**config.mk**
```make
export PLATFORM = sky130hd
export DESIGN_NAME = ecc_point_seq_flat
export DESIGN_NICKNAME = d
export VERILOG_FILES = /design/src/rtl/ecc_point_seq_pkg.sv /design/src/rtl/ecc_point_seq_if.sv /design/src/rtl/ecc_point_seq_ucode_rom.sv /design/src/rtl/ecc_point_seq.sv /design/src/flat_wrapper.sv
export SDC_FILE = /design/constraint.sdc
export NUM_CORES = 1
export LEC_CHECK = 0
export BUFFER_PORTS_ARGS = -buffer_cell sky130_fd_sc_hd__buf_4
export CAP_MARGIN = 20
export CORE_MARGIN = 3
export CORE_UTILIZATION = 45
export CTS_CLUSTER_SIZE = 25
export DETAILED_ROUTE_END_ITERATION = 8
export PLACE_DENSITY_LB_ADDON = 0.3
export SYNTH_ARGS = -nofsm -noshare
export SYNTH_HDL_FRONTEND = slang
export SYNTH_SLANG_ARGS = --single-unit
```
**constraint.sdc**
```tcl
create_clock -name i_clk -period 5.4 [get_ports i_clk]
set_input_delay 1.08 -clock i_clk [delete_from_list [all_inputs] [get_ports i_clk]]
set_output_delay 1.08 -clock i_clk [all_outputs]
set_load 0.1 [all_outputs]
```
**src/rtl/ecc_point_seq_pkg.sv**
```systemverilog
// rtl/ecc_point_seq_pkg.sv - shared types and constants for the EC point sequencer
package ecc_pkg;

  // GF arithmetic unit opcodes
  localparam logic [1:0] GF_ADD = 2'd0;
  localparam logic [1:0] GF_SUB = 2'd1;
  localparam logic [1:0] GF_MUL = 2'd2;
  localparam logic [1:0] GF_DIV = 2'd3;

  // Register file indices
  localparam logic [3:0] X1 = 4'd0;
  localparam logic [3:0] Y1 = 4'd1;
  localparam logic [3:0] X2 = 4'd2;
  localparam logic [3:0] Y2 = 4'd3;
  localparam logic [3:0] A  = 4'd4;
  localparam logic [3:0] L  = 4'd5;
  localparam logic [3:0] T  = 4'd6;
  localparam logic [3:0] U  = 4'd7;
  localparam logic [3:0] X3 = 4'd8;
  localparam logic [3:0] Y3 = 4'd9;

  typedef enum logic [2:0] {
    ST_IDLE,
    ST_LOAD,
    ST_CHECK,
    ST_ISSUE,
    ST_WAIT,
    ST_FIN
  } state_t;

  typedef enum logic {
    SEQ_ADD,
    SEQ_DBL
  } seq_t;

  typedef struct packed {
    logic [1:0] op;
    logic [3:0] src_a;
    logic [3:0] src_b;
    logic [3:0] dst;
    logic       last;
  } ustep_t;

  function automatic ustep_t mk_step(input logic [1:0] op, input logic [3:0] src_a,
                                     input logic [3:0] src_b, input logic [3:0] dst,
                                     input logic last);
    ustep_t s;
    s.op    = op;
    s.src_a = src_a;
    s.src_b = src_b;
    s.dst   = dst;
    s.last  = last;
    return s;
  endfunction

endpackage

```
**src/rtl/ecc_point_seq_if.sv**
```systemverilog
// rtl/ecc_point_seq_if.sv - request/response bus to the shared GF arithmetic unit
interface ecc_point_seq_if #(
  parameter int SIZE = 32
) ();
  logic [SIZE-1:0] gf_in_0;
  logic [SIZE-1:0] gf_in_1;
  logic [1:0]      gf_op;
  logic            gf_issue;
  logic [SIZE-1:0] gf_prime;
  logic [SIZE-1:0] gf_result;
  logic            gf_done;

  modport master (
    output gf_in_0, gf_in_1, gf_op, gf_issue, gf_prime,
    input  gf_result, gf_done
  );

  modport slave (
    input  gf_in_0, gf_in_1, gf_op, gf_issue, gf_prime,
    output gf_result, gf_done
  );
endinterface

```
**src/rtl/ecc_point_seq_ucode_rom.sv**
```systemverilog
// rtl/ecc_point_seq_ucode_rom.sv - microstep table for point add and point double
module ecc_ucode_rom
  import ecc_pkg::*;
(
  input  seq_t       seq_sel,
  input  logic [3:0] step,
  output ustep_t     ustep
);

  // Table lookup; T/U are scratch, L holds lambda across the sequence
  always_comb begin
    ustep = '0;
    case (seq_sel)
      SEQ_ADD: begin
        case (step)
          4'd0:    ustep = mk_step(GF_SUB, Y2, Y1, T,  1'b0);
          4'd1:    ustep = mk_step(GF_SUB, X2, X1, U,  1'b0);
          4'd2:    ustep = mk_step(GF_DIV, T,  U,  L,  1'b0);
          4'd3:    ustep = mk_step(GF_MUL, L,  L,  T,  1'b0);
          4'd4:    ustep = mk_step(GF_SUB, T,  X1, T,  1'b0);
          4'd5:    ustep = mk_step(GF_SUB, T,  X2, X3, 1'b0);
          4'd6:    ustep = mk_step(GF_SUB, X1, X3, T,  1'b0);
          4'd7:    ustep = mk_step(GF_MUL, L,  T,  T,  1'b0);
          4'd8:    ustep = mk_step(GF_SUB, T,  Y1, Y3, 1'b1);
          default: ustep = '0;
        endcase
      end
      SEQ_DBL: begin
        case (step)
          4'd0:    ustep = mk_step(GF_MUL, X1, X1, T,  1'b0);
          4'd1:    ustep = mk_step(GF_ADD, T,  T,  U,  1'b0);
          4'd2:    ustep = mk_step(GF_ADD, U,  T,  T,  1'b0);
          4'd3:    ustep = mk_step(GF_ADD, T,  A,  T,  1'b0);
          4'd4:    ustep = mk_step(GF_ADD, Y1, Y1, U,  1'b0);
          4'd5:    ustep = mk_step(GF_DIV, T,  U,  L,  1'b0);
          4'd6:    ustep = mk_step(GF_MUL, L,  L,  T,  1'b0);
          4'd7:    ustep = mk_step(GF_ADD, X1, X1, U,  1'b0);
          4'd8:    ustep = mk_step(GF_SUB, T,  U,  X3, 1'b0);
          4'd9:    ustep = mk_step(GF_SUB, X1, X3, T,  1'b0);
          4'd10:   ustep = mk_step(GF_MUL, L,  T,  T,  1'b0);
          4'd11:   ustep = mk_step(GF_SUB, T,  Y1, Y3, 1'b1);
          default: ustep = '0;
        endcase
      end
      default: ustep = '0;
    endcase
  end

endmodule

```
**src/rtl/ecc_point_seq.sv**
```systemverilog
// rtl/ecc_point_seq.sv - affine EC point add/double sequencer driving a GF arithmetic unit
module ecc_point_seq
  import ecc_pkg::*;
#(
  parameter int SIZE    = 32,
  parameter int TIMEOUT = 1023
) (
  input  logic            i_clk,
  input  logic            i_rst,
  input  logic            start,
  input  logic            op,
  input  logic [SIZE-1:0] x1,
  input  logic [SIZE-1:0] y1,
  input  logic [SIZE-1:0] x2,
  input  logic [SIZE-1:0] y2,
  input  logic [SIZE-1:0] curve_a,
  input  logic [SIZE-1:0] prime,
  ecc_point_seq_if.master gf,
  output logic            busy,
  output logic            done,
  output logic            inf,
  output logic            err,
  output logic [SIZE-1:0] x3,
  output logic [SIZE-1:0] y3
);

  localparam int TMO_W = $clog2(TIMEOUT + 1);

  state_t            state, state_nx;
  seq_t              seq_q;
  logic [3:0]        step_q;
  logic              op_q;
  logic [TMO_W-1:0]  tmo_cnt;
  logic [SIZE-1:0]   rf [16];
  logic              inf_q, err_q;
  logic [SIZE-1:0]   x3_q, y3_q;
  ustep_t            us;

  logic same_x, same_y, dbl_sel, chk_inf, tmo_hit;

  ecc_ucode_rom u_rom (
    .seq_sel (seq_q),
    .step    (step_q),
    .ustep   (us)
  );

  // Doubling a point onto itself, or adding its negation, is decided before any GF traffic
  assign same_x  = (rf[X1] == rf[X2]);
  assign same_y  = (rf[Y1] == rf[Y2]);
  assign dbl_sel = op_q | (same_x & same_y);
  assign chk_inf = dbl_sel ? (rf[Y1] == '0) : same_x;
  assign tmo_hit = (tmo_cnt == TMO_W'(TIMEOUT - 1));

  assign gf.gf_prime = prime;
  assign inf = inf_q;
  assign err = err_q;
  assign x3  = x3_q;
  assign y3  = y3_q;

  // State register
  always_ff @(posedge i_clk) begin
    if (!i_rst) state <= ST_IDLE;
    else        state <= state_nx;
  end

  // Next-state and handshake outputs; operands stay driven through WAIT
  always_comb begin
    state_nx      = state;
    busy          = 1'b0;
    done          = 1'b0;
    gf.gf_issue   = 1'b0;
    gf.gf_op      = GF_ADD;
    gf.gf_in_0    = '0;
    gf.gf_in_1    = '0;
    case (state)
      ST_IDLE:  if (start) state_nx = ST_LOAD;
      ST_LOAD: begin
        busy     = 1'b1;
        state_nx = ST_CHECK;
      end
      ST_CHECK: begin
        busy     = 1'b1;
        state_nx = chk_inf ? ST_FIN : ST_ISSUE;
      end
      ST_ISSUE: begin
        busy        = 1'b1;
        gf.gf_issue = 1'b1;
        gf.gf_op    = us.op;
        gf.gf_in_0  = rf[us.src_a];
        gf.gf_in_1  = rf[us.src_b];
        state_nx    = ST_WAIT;
      end
      ST_WAIT: begin
        busy       = 1'b1;
        gf.gf_op   = us.op;
        gf.gf_in_0 = rf[us.src_a];
        gf.gf_in_1 = rf[us.src_b];
        if (gf.gf_done) state_nx = us.last ? ST_FIN : ST_ISSUE;
        else if (tmo_hit) state_nx = ST_FIN;
      end
      ST_FIN: begin
        done     = 1'b1;
        state_nx = ST_IDLE;
      end
      default: state_nx = ST_IDLE;
    endcase
  end

  // Register file, microstep pointer, timeout counter and result registers
  always_ff @(posedge i_clk) begin
    if (!i_rst) begin
      for (int i = 0; i < 16; i++) rf[i] <= '0;
      seq_q   <= SEQ_ADD;
      step_q  <= '0;
      op_q    <= 1'b0;
      tmo_cnt <= '0;
      inf_q   <= 1'b0;
      err_q   <= 1'b0;
      x3_q    <= '0;
      y3_q    <= '0;
    end else begin
      case (state)
        ST_IDLE: begin
          if (start) begin
            rf[X1] <= x1;
            rf[Y1] <= y1;
            rf[X2] <= x2;
            rf[Y2] <= y2;
            rf[A]  <= curve_a;
            op_q   <= op;
            inf_q  <= 1'b0;
            err_q  <= 1'b0;
          end
        end
        ST_LOAD: begin
          rf[L]  <= '0;
          rf[T]  <= '0;
          rf[U]  <= '0;
          rf[X3] <= '0;
          rf[Y3] <= '0;
        end
        ST_CHECK: begin
          seq_q  <= dbl_sel ? SEQ_DBL : SEQ_ADD;
          step_q <= '0;
          if (chk_inf) begin
            inf_q <= 1'b1;
            x3_q  <= '0;
            y3_q  <= '0;
          end
        end
        ST_ISSUE: tmo_cnt <= '0;
        ST_WAIT: begin
          if (gf.gf_done) begin
            rf[us.dst] <= gf.gf_result;
            step_q     <= step_q + 4'd1;
            if (us.last) begin
              x3_q <= (us.dst == X3) ? gf.gf_result : rf[X3];
              y3_q <= (us.dst == Y3) ? gf.gf_result : rf[Y3];
            end
          end else begin
            tmo_cnt <= tmo_cnt + 1'b1;
            if (tmo_hit) err_q <= 1'b1;
          end
        end
        default: ;
      endcase
    end
  end

endmodule
```
**src/flat_wrapper.sv**
```systemverilog
// flat-port wrapper written by rule: the top's interface ports become plain ports
module ecc_point_seq_flat import ecc_pkg::*;
#(
  parameter int SIZE    = 32,
  parameter int TIMEOUT = 1023
)
  (i_clk, i_rst, start, op, x1, y1, x2, y2, curve_a, prime, busy, done, inf, err, x3, y3, gf_gf_in_0, gf_gf_in_1, gf_gf_op, gf_gf_issue, gf_gf_prime, gf_gf_result, gf_gf_done);
  ecc_point_seq_if #(.SIZE(SIZE)) gf_i ();
  input  logic i_clk;
  input  logic i_rst;
  input  logic start;
  input  logic op;
  input  logic [SIZE-1:0] x1;
  input  logic [SIZE-1:0] y1;
  input  logic [SIZE-1:0] x2;
  input  logic [SIZE-1:0] y2;
  input  logic [SIZE-1:0] curve_a;
  input  logic [SIZE-1:0] prime;
  output logic busy;
  output logic done;
  output logic inf;
  output logic err;
  output logic [SIZE-1:0] x3;
  output logic [SIZE-1:0] y3;
  output wire logic [$bits(gf_i.gf_in_0)-1:0] gf_gf_in_0;
  output wire logic [$bits(gf_i.gf_in_1)-1:0] gf_gf_in_1;
  output wire logic [$bits(gf_i.gf_op)-1:0] gf_gf_op;
  output wire logic [$bits(gf_i.gf_issue)-1:0] gf_gf_issue;
  output wire logic [$bits(gf_i.gf_prime)-1:0] gf_gf_prime;
  input wire logic [$bits(gf_i.gf_result)-1:0] gf_gf_result;
  input wire logic [$bits(gf_i.gf_done)-1:0] gf_gf_done;
  assign gf_gf_in_0 = gf_i.gf_in_0;
  assign gf_gf_in_1 = gf_i.gf_in_1;
  assign gf_gf_op = gf_i.gf_op;
  assign gf_gf_issue = gf_i.gf_issue;
  assign gf_gf_prime = gf_i.gf_prime;
  assign gf_i.gf_result = gf_gf_result;
  assign gf_i.gf_done = gf_gf_done;
  ecc_point_seq #(.SIZE(SIZE), .TIMEOUT(TIMEOUT)) u_core (.i_clk(i_clk), .i_rst(i_rst), .start(start), .op(op), .x1(x1), .y1(y1), .x2(x2), .y2(y2), .curve_a(curve_a), .prime(prime), .gf(gf_i), .busy(busy), .done(done), .inf(inf), .err(err), .x3(x3), .y3(y3));
endmodule
```
Word level (Yosys, flattened, before mapping)
Memory sizes are Yosys's and may differ from the RTL's. A register that Yosys moved wholly into a read port is not among the register bits.
Cells that the tools add are included.
{ "classes": {"add_sub_neg": 2, "eq_ne": 17, "n_mux": 63, "bitwise_logic": 13, "reduce_logical": 16} }
{ "op_table": {"columns": ["cell", "n"], "rows": [
  ["$mux 32", 20],
  ["$pmux 32 s2", 2],
  ["$eq 32x32->1", 2],
  ["$logic_not 32->1", 1],
  ["$reduce_or 32->1", 1],
  ["$pmux 15 s2", 1],
  ["$mux 4", 6],
  ["$mux 1", 22],
  ["$pmux 10 s2", 1],
  ["$mux 3", 5],
  ["$pmux 3 s5", 1],
  ["$or 1x1->1", 11],
  ["$add 10x1->10 const B", 1],
  ["$eq 10x10->1 const B", 1],
  ["$mux 10", 1],
  ["$eq 4x4->1 const B", 2],
  ["$pmux 4 s2", 1],
  ["$reduce_and 2->1", 4],
  ["$reduce_and 4->1", 2],
  ["$reduce_bool 2->1", 4],
  ["$eq 3x2->1 const B", 2],
  ["$eq 3x3->1 const B", 2],
  ["$ne 2x1->1 const B", 3],
  ["$ne 2x2->1 const B", 3],
  ["11 further kinds", 12]
]} }
{ "word_totals": {"ff_bits": 85, "ramBits": 512, "rom_bits": 448, "in_bits": 229, "output_inout_bits": 167, "word_cells": 123, "memories": 3} }
{ "mem_list": {"columns": ["memory", "depth", "width", "rd", "rd_clocked_by_memory_dff", "write_ports", "line", "source"], "rows": [
  ["u_core.rf", 16, 32, 8, 0, 16, "ecc_point_seq.sv:34", "logic [SIZE-1:0] rf [16];"],
  ["(name not given)", 16, 14, 1, 1, 0, "ecc_point_seq_ucode_rom.sv:15", "case (step)"],
  ["(name not given)", 16, 14, 1, 1, 0, "ecc_point_seq_ucode_rom.sv:29", "case (step)"]
]} }

Longest topological paths before layout
{ "depth": {"ltp_word": 7, "depth_mapped": 11, "mapped_depth_nobuf": 9} }

Modules after synthesis
Synthesis repeated with hierarchy kept, for this count alone.
{ "unflattened": {"cells_unflattened": 2353, "hier_area_um2": 33623.5} }
{ "by_module_without_submodules": {"columns": ["mod", "n_inst", "cells_each", "area_each_um2"], "rows": [
  ["ecc_point_seq", 1, 2269, 33012.9],
  ["ecc_ucode_rom", 1, 84, 610.6]
]} }

Least setup slack after synthesis
Ideal clock, no wire load.
{ "synth_timing": {"kind": "register to output", "from": "reg u_core.state[0]", "to": "out gf_gf_in_1[25]", "arrival_time_ns": 4.125, "slack_ns": 0.195, "path_stages_with_launch": 8, "cell_sequence": "dfxtp_1 > buf_2 > nand3b_1 > inv_1 > nor2_1 > clkbuf_1 > clkbuf_1 > a211oi_1"} }
{ "synth_between": {"elab_chain_cells": 3} }
{ "synth_rtl": {"columns": ["item", "line", "source"], "rows": [
  ["start, declared", "ecc_point_seq.sv:29", "state_t state, state_nx;"],
  ["start signal, assigned", "ecc_point_seq.sv:63", "else state <= state_nx;"],
  ["$eq 3x2->1 or $eq 3x3->1 (tied branches)", "ecc_point_seq.sv:75", "case (state)"],
  ["$reduce_or 2->1 (no source line) (*)", null, null],
  ["$mux 32 (*)", null, null],
  ["end, declared", "flat_wrapper.sv:26", "output wire logic [$bits(gf_i.gf_in_1)-1:0] gf_gf_in_1;"]
]} }
Every way passes the cells marked *; elsewhere a longest branch is shown, timed or not.

Worst setup path in the final report
{ "layout_timing": {"from": "reg u_core.seq_q", "to": "out gf_gf_in_0[24]"} }
{ "layout_between": {"elab_chain_cells": 4} }
{ "layout_rtl": {"columns": ["item", "line", "source"], "rows": [
  ["start, declared", "ecc_point_seq.sv:30", "seq_t seq_q;"],
  ["start signal, assigned", "ecc_point_seq.sv:143", "seq_q <= dbl_sel ? SEQ_DBL : SEQ_ADD;"],
  ["$not 1->1", null, null],
  ["$pmux 15 s2 (*)", "ecc_point_seq_ucode_rom.sv:13", "case (seq_sel)"],
  ["$mem_v2 16x32 (*)", null, null],
  ["$mux 32 (*)", null, null],
  ["end, declared", "flat_wrapper.sv:25", "output wire logic [$bits(gf_i.gf_in_0)-1:0] gf_gf_in_0;"]
]} }
Every way passes the cells marked *; elsewhere a longest branch is shown, timed or not. The select of a mux whose other input is x is not followed.

==> impl_metrics.py <==
metrics = {
    "route": {
        "antenna_left": 0,
        "viasPerCell": 6.30,
        "drt_iter0_drc": 3227,
        "wl_um": 111000,
        "drc_errors": 0,
        "dr.pass1.iters": 5,
        "wire_per_inst_um": 30.7,
        "vias": 22759,
    },
    "critical_path": {
        "critical_path_class": "flop to output pin",
        "timing.rr.end": "u_core.rf[13][5]",
        "reg2reg_depth": 7,
        "required_ns": 4.32,
        "worstPathMaxFanout": 15,
        "startpoint_type": "flop",
        "arrival_ns": 3.64,
        "crit-reg2reg-launch": "u_core.state[0]",
        "r2r_slack_ns": 1.82,
        "end_kind": "output pin",
    },
    "power_and_ir_drop": {
        "power.density_mw_per_mm2": 307,
        "p_leak_uw": 0.0141,
        "power_switching_uw": 2980,
        "pwr-share-clk_pct": 39.9,
        "combPwrFrac_pct": 11.0,
        "seq_power_share_pct": 49.1,
        "switching_share_pct": 25.6,
        "p_int_uw": 8670,
        "vdd_drop_max_v": 0.000204,
    },
    "yosys": {
        "synthMuxAreaShare_pct": 18.9,
        "synthTopCellsByArea": "edfxtp_1, mux4_2, dfxtp_1",
        "synth_flop_cell": "edfxtp_1",
        "synth_edf_count": 512,
        "synth_seq_area_share_pct": 54.4,
        "synth_top_family_by_area": "multiplexers",
        "synth_top_cell_by_area": "edfxtp_1",
        "synthCells": 2417,
        "synthXorXnorAreaFrac_pct": 1.98,
        "synth_nets": 2657,
        "synth_adder_area_share_pct": 0.425,
        "syn_area_per_cell_sq_um": 13.4,
        "yosys.cell_types.count": 58,
        "synth-simple-area-share_pct": 11.9,
        "synth-compound-area-share_pct": 7.87,
        "synth_top_cell_area_share_pct": 47.5,
        "async_flop_share_pct": 0,
        "syn-cell-area_sq_mm": 0.0324,
        "yosysWarnings": 0,
        "synth_commonest_cells": "edfxtp_1, and2_1, nand2_1",
        "synth_seq_cells": 624,
        "synth_most_common_cell": "edfxtp_1",
    },
    "finish": {
        "finalNetCount": 2857,
        "layout-drive-gt1-share_pct": 29.1,
        "syn_to_final_growth_pct": 17.2,
    },
    "clocking": {
        "cts_tree": "done",
        "postCtsHoldBufs": 0,
        "cts-resized-gates": 0,
        "postCtsSetupRepairBufs": 0,
        "cts-htree-levels": 3,
        "cts_num_sinks": 624,
        "cts_made_buffers": 69,
        "path_clk_slew_ns": 0.05,
        "cts_buffer_depth": 3,
        "cts-root-buf": "clkbuf_16",
        "clock_latency_ns": 0.62,
    },
    "global_route": {
        "gr-usage-met1_pct": 39.2,
        "grt_max_degree": 83,
        "track_usage_pct": 29.1,
        "grt_pass1_vias": 22754,
        "grt.met3_usage_pct": 8.20,
        "antenna_found_initial": 4,
        "grt.busiest_layer": "met2",
        "overflow": 0,
        "gr-usage-met2_pct": 44.6,
        "grt_pass1_wl_um": 159000,
    },
    "sta": {
        "setup_tns_ns": 0,
        "post-route-period-util_pct": 87.5,
        "final_hold_viol_count": 0,
        "finalClockSkew_ns": 0.0319,
        "drv_slew": 0,
        "slew_headroom_pct": 23.9,
        "timing.final.ws_setup_ns": 0.677,
        "period_minus_slack_ns": 4.72,
        "rsz0062_at_grt": "no",
        "fmax_mhz": 212,
        "worst_pin_slew_ns": 1.12,
        "setup_viol": 0,
    },
    "floorplanning": {
        "ios": 396,
        "die_area_sq_mm": 0.0752,
        "start_util_pct": 45.8,
        "num_rows": 97,
        "die_w_um": 274,
        "coreArea_sq_mm": 0.0706,
        "die_h_um": 274,
    },
    "placed_design": {
        "port_buffers": 331,
        "post-place-ws_ns": 1.28,
        "gp_congestion": 0.906,
        "dp_hpwl_um": 74500,
    },
    "job": {
        "drv_cap": 0,
    },
    "worst_hold_path": {
        "min_path_type": "flop to flop",
        "min_to": "u_core.inf",
        "hold_depth": 2,
        "hp-start": "u_core.inf",
    },
    "outcome": {
        "status": "finished, final reports clean",
    },
}
==> worst max-delay path, stage by stage (launching register included) <==
cell and delay (ns):
dfxtp_1 0.33, buf_4 0.25, mux2i_4 0.93, buf_4 0.46, mux4_2 0.55, nand2_1 0.10
a21oi_1 0.11, buf_4 0.30
==> worst max-delay path by stage <==
stage	from	end	slack, ns	cells past startpoint
after global placement	u_core.seq_q	gf_gf_in_1[23]	1.24	6
after detailed placement	u_core.seq_q	gf_gf_in_0[24]	1.28	7
final	u_core.seq_q	gf_gf_in_0[24]	0.68	7
after floorplan	u_core.state[0]	gf_gf_in_1[25]	0.20	7
after CTS	u_core.seq_q	gf_gf_in_1[23]	0.65	8
after global routing	u_core.seq_q	gf_gf_in_1[23]	0.52	8
==> per-layer routing <==
layer  part of all wire [%]  vias to the layer above
met1                     38                    11508
met4                    4.6                        2
met2                     45                     1552
met5                  0.011                        -
li1                       -                     9420
met3                     12                      277
==> power groups by stage <==
stage          Combinational [uW]  Clock [uW]  Sequential, uW
6_report                     1280        4650            5720
4_1_cts                      1260        4680            5710
2_1_floorplan                 833           0            5750
5_1_grt                      1320        4860            5740
3_3_place_gp                 1240           0            5790
3_5_place_dp                 1250           0            5810
==> layout by cell type, fill, tap and decap left out, types with 6 or more instances in the layout <==
master       n
nand2_1    223
xor2_1      13
clkinv_2    16
mux4_2     191
nand4_1     17
and2_1     355
a211oi_1    66
clkinv_1     7
ha_1        11
nor4_1      13
o21ai_0      8
nand3_1      6
a21oi_1     50
buf_12      15
mux2_2      34
nand2b_1     6
clkbuf_16   71
edfxtp_1   512
o21ai_4     17
nor2b_1     33
nor2_2       6
mux2_1      31
buf_4      385
inv_1       16
xnor2_1     60
clkbuf_1    20
mux2i_1     99
nor2_4       9
nor2_1      34
mux2i_4      7
dfxtp_1    112
a22o_1     161
==> state kept, by name, indices dropped and copies added, names as in the netlist, named ones only <==
| name | cells |
|---|---|
| u_core.rf | 512 |
| u_core.x3 | 32 |
| u_core.y3 | 32 |
| u_core.tmo_cnt | 10 |
| u_core.step_q | 4 |
| u_core.state | 3 |
| u_core.err | 1 |
| u_core.inf | 1 |
| u_core.op_q | 1 |
| u_core.seq_q | 1 |
==> stage by stage <==
step	area [sq um]	power [uW]	utilization (%)	std cells	hold WS (ns)
after global placement	35600	7030	50.4	3479	0.448
after CTS	37900	11600	53.6	3607	0.459
after floorplan	32400	6580	-	2417	0.458
after detailed placement	35700	7060	50.5	3482	0.450
after global routing	37900	11900	53.7	3611	0.475
final	37900	11600	53.7	3613	0.458
==> kinds of logic (layout without fill, tap and decap cells) <==
kind of cell / after synthesis / in the layout
AND/OR/NAND/NOR: 722 / 722
flip-flops: 624 / 624
multiplexers: 363 / 363
AO/OA/AOI/OAI: 333 / 333
buffers and inverters: 291 / 545
XOR/XNOR: 73 / 73
adder cells (fa/ha/maj): 11 / 11
other: 0 / 2
==> area by class of cell <==
| type | count | area (sq um) |
|---|---|---|
| Fill cell | 5898 | 32700 |
| Clock buffer | 95 | 1910 |
| Timing Repair Buffer | 402 | 3230 |
| Antenna cell | 2 | 5.00 |
| Sequential cell | 624 | 17600 |
| Inverter | 18 | 68.8 |
| Multi-Input combinational cell | 1502 | 13700 |
| Clock inverter | 30 | 275 |
| Tap cell | 940 | 1180 |
(Power assumes the default switching activity.)
